$ cat src/rtl/proj_pkg.sv
// Shared constants and types for the projection block: counter geometry,
// pass-scheduler state encoding and watchdog limit.
package proj_pkg;

    localparam int INDICE_LEN     = 3;
    localparam int FM_BUFFER_SIZE = 8;
    localparam int PASS_LEN       = 4;

    // Slack of a few cycles over one full sweep before the watchdog declares the counter stuck.
    localparam int WDOG_LIMIT     = FM_BUFFER_SIZE + 4;

    typedef enum logic [2:0] {
        IDLE,
        START,
        RUN,
        DRAIN,
        DONE
    } sched_state_t;

endpackage

$ cat src/rtl/proj_pass_scheduler_if.sv
// Job handshake between top-level control (master) and the pass scheduler (slave).
interface proj_pass_scheduler_if #(
    parameter int PASS_LEN = proj_pkg::PASS_LEN
);
    logic                job_valid;
    logic                job_ready;
    logic [PASS_LEN-1:0] job_num_passes;
    logic                job_abort;
    logic                job_done;
    logic                job_aborted;

    modport master (
        output job_valid, job_num_passes, job_abort,
        input  job_ready, job_done, job_aborted
    );

    modport slave (
        input  job_valid, job_num_passes, job_abort,
        output job_ready, job_done, job_aborted
    );
endinterface

$ cat src/rtl/proj_sched_wdog.sv
// Sweep watchdog: reloads on each counter start, counts while a sweep is pending,
// and flags expiry once LIMIT cycles have passed without an end-of-count.
module proj_sched_wdog #(
    parameter int LIMIT = proj_pkg::WDOG_LIMIT
) (
    input  logic clk,
    input  logic rst_n,
    input  logic load,
    input  logic active,
    output logic expire
);
    localparam int W = $clog2(LIMIT + 1);
    localparam logic [W-1:0] LAST = W'(LIMIT - 1);

    logic [W-1:0] count;

    // NOTE: sequential state is written with non-blocking assignments only, so every
    // flop samples the values from before the clock edge regardless of block order.
    always_ff @(posedge clk or negedge rst_n) begin
        if (!rst_n) begin
            count <= '0;
        end else if (load) begin
            count <= W'(1);
        end else if (active && count != LAST) begin
            count <= count + 1'b1;
        end
    end

    assign expire = active && (count == LAST);
endmodule

$ cat src/rtl/proj_pass_scheduler.sv
// Multi-pass sequencer for the projection index counter: one counter sweep per pass.
// Optional watchdog on RUN/DRAIN is enabled by defining PROJ_SCHED_WDOG_EN.
module proj_pass_scheduler #(
    parameter int INDICE_LEN = proj_pkg::INDICE_LEN,
    parameter int PASS_LEN   = proj_pkg::PASS_LEN,
    parameter int BUF_SIZE   = proj_pkg::FM_BUFFER_SIZE
) (
    input  logic                  clk,
    input  logic                  rst_n,
    proj_pass_scheduler_if.slave  job,
    output logic                  cnt_start,
    input  logic [INDICE_LEN-1:0] cnt_index,
    input  logic                  cnt_finished,
    output logic                  buf_rd_en,
    output logic [PASS_LEN-1:0]   pass_idx,
    output logic                  pass_done,
    output logic                  busy
`ifdef PROJ_SCHED_WDOG_EN
    ,output logic                 wdog_err
`endif
);
    import proj_pkg::*;

    // pass_done is registered yet must line up with cnt_finished, so it is armed one index early.
    localparam logic [INDICE_LEN-1:0] PRE_LAST = INDICE_LEN'(BUF_SIZE - 2);

    sched_state_t        state, state_next;
    logic [PASS_LEN-1:0] passes_total;
    logic                aborted;
    logic                last_pass;
    logic                wdog_expire;
    logic                wdog_fire;

`ifdef PROJ_SCHED_WDOG_EN
    proj_sched_wdog #(.LIMIT(BUF_SIZE + 4)) u_wdog (
        .clk    (clk),
        .rst_n  (rst_n),
        .load   (state == START),
        .active (state == RUN || state == DRAIN),
        .expire (wdog_expire)
    );
`else
    assign wdog_expire = 1'b0;
`endif

    assign last_pass = (pass_idx == passes_total - 1'b1);
    assign wdog_fire = wdog_expire && !cnt_finished && (state == RUN || state == DRAIN);

    always_ff @(posedge clk or negedge rst_n) begin
        if (!rst_n) state <= IDLE;
        else        state <= state_next;
    end

    // NOTE: state_next gets its default before the case so no path leaves it unassigned,
    // which would otherwise infer a latch.
    always_comb begin
        state_next = state;
        case (state)
            IDLE:  if (job.job_valid) state_next = (job.job_num_passes == '0) ? DONE : START;
            START: state_next = job.job_abort ? DRAIN : RUN;
            RUN: begin
                if (cnt_finished)       state_next = (job.job_abort || last_pass) ? DONE : START;
                else if (wdog_fire)     state_next = DONE;
                else if (job.job_abort) state_next = DRAIN;
            end
            DRAIN: if (cnt_finished || wdog_fire) state_next = DONE;
            DONE:  state_next = IDLE;
            default: state_next = IDLE;
        endcase
    end

    always_ff @(posedge clk or negedge rst_n) begin
        if (!rst_n) begin
            passes_total <= '0;
            pass_idx     <= '0;
            aborted      <= 1'b0;
            pass_done    <= 1'b0;
        end else begin
            pass_done <= (state == RUN) && !job.job_abort && (cnt_index == PRE_LAST);
            if (state == IDLE && job.job_valid) begin
                passes_total <= job.job_num_passes;
                pass_idx     <= '0;
                aborted      <= 1'b0;
            end
            if (state == RUN && cnt_finished && !job.job_abort && !last_pass)
                pass_idx <= pass_idx + 1'b1;
            if ((state == START || state == RUN) && job.job_abort)
                aborted <= 1'b1;
            if (wdog_fire)
                aborted <= 1'b1;
        end
    end

`ifdef PROJ_SCHED_WDOG_EN
    always_ff @(posedge clk or negedge rst_n) begin
        if (!rst_n) wdog_err <= 1'b0;
        else        wdog_err <= wdog_fire;
    end
`endif

    assign cnt_start       = (state == START);
    assign buf_rd_en       = (state == RUN);
    assign busy            = (state != IDLE);
    assign job.job_ready   = (state == IDLE);
    assign job.job_done    = (state == DONE);
    assign job.job_aborted = aborted;
endmodule

$ cat src/flat_wrapper.sv
// flat-port wrapper written by rule: the top's interface ports become plain ports
module proj_pass_scheduler_flat import proj_pkg::*;
#(
    parameter int INDICE_LEN = proj_pkg::INDICE_LEN,
    parameter int PASS_LEN   = proj_pkg::PASS_LEN,
    parameter int BUF_SIZE   = proj_pkg::FM_BUFFER_SIZE
)
  (clk, rst_n, cnt_start, cnt_index, cnt_finished, buf_rd_en, pass_idx, pass_done, busy, job_job_valid, job_job_num_passes, job_job_abort, job_job_ready, job_job_done, job_job_aborted);
  proj_pass_scheduler_if #(.PASS_LEN(PASS_LEN)) job_i ();
  input  logic clk;
  input  logic rst_n;
  output logic cnt_start;
  input  logic [INDICE_LEN-1:0] cnt_index;
  input  logic cnt_finished;
  output logic buf_rd_en;
  output logic [PASS_LEN-1:0] pass_idx;
  output logic pass_done;
  output logic busy;
  input wire logic [$bits(job_i.job_valid)-1:0] job_job_valid;
  input wire logic [$bits(job_i.job_num_passes)-1:0] job_job_num_passes;
  input wire logic [$bits(job_i.job_abort)-1:0] job_job_abort;
  output wire logic [$bits(job_i.job_ready)-1:0] job_job_ready;
  output wire logic [$bits(job_i.job_done)-1:0] job_job_done;
  output wire logic [$bits(job_i.job_aborted)-1:0] job_job_aborted;
  assign job_i.job_valid = job_job_valid;
  assign job_i.job_num_passes = job_job_num_passes;
  assign job_i.job_abort = job_job_abort;
  assign job_job_ready = job_i.job_ready;
  assign job_job_done = job_i.job_done;
  assign job_job_aborted = job_i.job_aborted;
  proj_pass_scheduler #(.INDICE_LEN(INDICE_LEN), .PASS_LEN(PASS_LEN), .BUF_SIZE(BUF_SIZE)) u_core (.clk(clk), .rst_n(rst_n), .job(job_i), .cnt_start(cnt_start), .cnt_index(cnt_index), .cnt_finished(cnt_finished), .buf_rd_en(buf_rd_en), .pass_idx(pass_idx), .pass_done(pass_done), .busy(busy));
endmodule
$ cat config.mk
export PLATFORM = sky130hd
export DESIGN_NAME = proj_pass_scheduler_flat
export DESIGN_NICKNAME = d
export VERILOG_FILES = /design/src/rtl/proj_pkg.sv /design/src/rtl/proj_pass_scheduler_if.sv /design/src/rtl/proj_sched_wdog.sv /design/src/rtl/proj_pass_scheduler.sv /design/src/flat_wrapper.sv
export SDC_FILE = /design/constraint.sdc
export NUM_CORES = 1
export LEC_CHECK = 0
export CAP_MARGIN = 20
export CELL_PAD_IN_SITES_DETAIL_PLACEMENT = 0
export CELL_PAD_IN_SITES_GLOBAL_PLACEMENT = 2
export CORE_MARGIN = 1.5
export CORE_UTILIZATION = 24
export CTS_CLUSTER_SIZE = 8
export DETAILED_ROUTE_END_ITERATION = 7
export GPL_TIMING_DRIVEN = 1
export HOLD_SLACK_MARGIN = 0.15
export MAX_ROUTING_LAYER = met4
export PLACE_DENSITY_LB_ADDON = 0.1
export SLEW_MARGIN = 20
export SYNTH_ARGS = -nofsm -noshare
export SYNTH_HDL_FRONTEND = slang
export SYNTH_SLANG_ARGS = --single-unit
$ cat constraint.sdc
create_clock -name clk -period 1.95 [get_ports clk]
set_input_delay 0.2925 -clock clk [delete_from_list [all_inputs] [get_ports clk]]
set_output_delay 0.2925 -clock clk [all_outputs]
set_load 0.05 [all_outputs]
==> metrics.txt <==
total grt overflow 0; Seq. cell area 327 um2; Max Cap Viol 0; Hold Crit Class in -> async; final hold violation count 0; IO Pins 23; met1 Track Usage GR 0.155; crit-path cells clkdlybuf4s50_1; Slowest-stage cell, CP clkdlybuf4s50_1; gate count of the mapped netlist 74; CP Class reg -> out; Netlist Area Pre-Place 752 um2; pre-CTS setup slack 0.00237 ns; multi-input combinational cell area ~440 um2; largest net degree at the start of global routing 14; Detailed Routing Iterations Pass 1 4; Buffers on Ports 22; number of global-route vias before repair around 640; Int Pwr 1.03 mW; DR WL/cell 13.7 um; met3 Track Usage GR 0.0415; drt total wl 1880 um; Layout Area Growth over Synthesis 53.6%; Fmax roughly 540 MHz; Sw Ratio 0.469; Most Crowded Layer GR met2; largest stage delay on the critical path 0.83 ns; met2 Usage GRT 0.202; TritonCTS clock tree done; clock network fraction of total power 0.091; Power Density 1690 nW/um2; status finished, final reports clean; Initial Utilization 0.250; Max clock buf depth 2; yosys warns 0; Peak VDD IR 0.576 mV; Slew Limit Fails 0; RR Startpoint u_core.passes_total[0]; Worst Path Buf+Inv 1; global-route wire length before repair 3100 um; total power 1.95 mW; average size of a mapped cell 10.2 um2; crit-path leading delay family buffers and inverters; FF-to-FF setup slack 0.09 ns; Comb pwr share 0.646; clock skew 0.00288 ns; async set or reset register ratio after synthesis 1.00; vias 646; Die H just under 60 um; post-route ant nets 0; Primary FF master, synth dfrtp_1; worst skew pair latency 0.29 ns; HPWL Detailed approximately 1400 um; endpoint class of the critical path output port; GRT Util Overall 0.130; Die Footprint 3480 um2; number of DRC markers in iteration 0 5; Sink Count 13; final worst slack a little over 0.09 ns; Worst EP required roughly 1.7 ns; Synth cell types 31; initial antenna violation count 0; Placeable Area 3000 um2; Die Width 59.0 um; Post-Syn Nets 88; H-tree levels 1; Leak Pwr 0.510 nW; Num CTS Buffers 3; final setup vio count 0; r2r endpoint u_core.pass_idx[0]; sequential fraction of design power 0.262; max_slew headroom 0.576; Fillers around 320; RSZ-0062 raised after global routing yes; register area share after synthesis 0.433; vias per cell 4.68; flops & latches, synth 13; CP startpoint kind flop; Post-route DRC 0; crit path time final about 1.9 ns; Post-CTS Setup Inserts 0; Clock Pin Slew Worst Setup and Hold Paths 0.09 ns; routability congestion estimate from global placement about 0.76; Worst Max-Slew Pin Slew 0.634 ns; number of synthesized flops with an enable pin 0; CTS Hold Bufs 0; # rows 20; fin nets 120; layout cell share with drive strength beyond 1 0.267; Max FO, Critical Path 4; cells on worst reg2reg path 7; Net Sw Power 0.915 mW; root buf cell clkbuf_4; ant diodes 0; CP Data Arrival Time 1.57 ns; final period utilization 0.953
==> sequential cells by signal, summed over array words and instances, names as in the netlist <==
| signal | flops |
|---|---|
| u_core.state | 3 |
| u_core.passes_total | 4 |
| u_core.pass_idx | 4 |
| u_core.job.job_aborted | 1 |
| u_core.pass_done | 1 |
==> area by class of cell <==
cell class              count  area share
inverters                   6      0.0195
well taps                  33      0.0358
multi-input cells          54       0.377
flip-flops and latches     13       0.283
clock buffers               4      0.0228
repair buffers             28       0.262
==> worst max-delay path by stage <==
stage / start / endpoint / slack (ns) / cells past startpoint
final: u_core.pass_idx[3] / pass_idx[3] / 0.09 / 1
after detailed placement: u_core.passes_total[1] / u_core.state[0] / 0.002 / 6
after global placement: u_core.passes_total[0] / u_core.state[0] / 0.04 / 6
after global routing: u_core.passes_total[0] / u_core.pass_idx[0] / 0.006 / 7
after CTS: u_core.passes_total[1] / u_core.state[0] / 0.006 / 6
after floorplan: u_core.state[2] / u_core.pass_idx[0] / -0.04 / 5
==> metal layers <==
layer  up-vias  routed length (um)
met5         -                   0
met1       300                 905
met4         0                  31
li1        328                   -
met3         4                  62
met2        14                 883
==> through the flow <==
stage	utilization	setup TNS, ns	hold slack (ns)	std cells	area (um2)
5_1_grt	0.385	0	0.442	138	1150
3_5_place_dp	0.370	0	0.455	134	1110
2_1_floorplan	-	-0.0777	-0.00309	74	776
4_1_cts	0.381	0	0.410	138	1140
6_report	0.385	0	0.392	138	1150
3_3_place_gp	0.370	0	0.456	134	1110
==> synthesized netlist by cell type (2+ instances only) <==
cell | count | share of area
mux2_2 | 3 | 0.045
nand2b_1 | 2 | 0.017
nor2b_1 | 2 | 0.017
dfrtp_1 | 13 | 0.43
nor3_1 | 5 | 0.033
a21oi_1 | 2 | 0.013
xnor2_1 | 4 | 0.047
o21ai_0 | 5 | 0.033
ha_1 | 2 | 0.033
nor2_1 | 3 | 0.015
nand2_1 | 8 | 0.040
inv_1 | 6 | 0.030
==> logic make-up after synthesis <==
family / Yosys count / synth area share
buffers and inverters: 7 / 0.0366
DFF: 13 / 0.433
xor gates and xnor gates: 6 / 0.0898
AOI/OAI and AO/OA: 15 / 0.155
muxes: 4 / 0.0582
adders and majority gates: 2 / 0.0333
and+or+nand+nor: 27 / 0.195
==> cells in the final DEF (no fill, tap or decap), types with 2 or more instances in the layout <==
master,n
clkdlybuf4s50_1,15
dfrtp_1,12
nand2_1,8
buf_4,8
inv_1,6
o21ai_0,5
buf_12,4
nor2_1,3
mux2_2,3
nor3_1,3
xnor2_1,3
clkbuf_4,3
nor3_4,2
nand2b_1,2
nor2b_1,2
a21oi_1,2
ha_1,2
==> power by group through the flow <==
stage               Sequential [mW]  Combinational, mW  Clock [mW]
finish                        0.511               1.26       0.178
CTS                           0.510               1.26       0.186
detailed placement            0.516               1.22           0
global route                  0.529               1.34       0.198
floorplan                     0.580              0.714           0
global placement              0.512               1.22           0
==> repair_timing <==
action / 4_1_cts / 5_1_grt
endpoints found under the setup margin: 2 / 4
pin swaps: 1 / 2
gates resized for setup: 1 / 2
No activity file was read; power rests on OpenSTA's default activity.
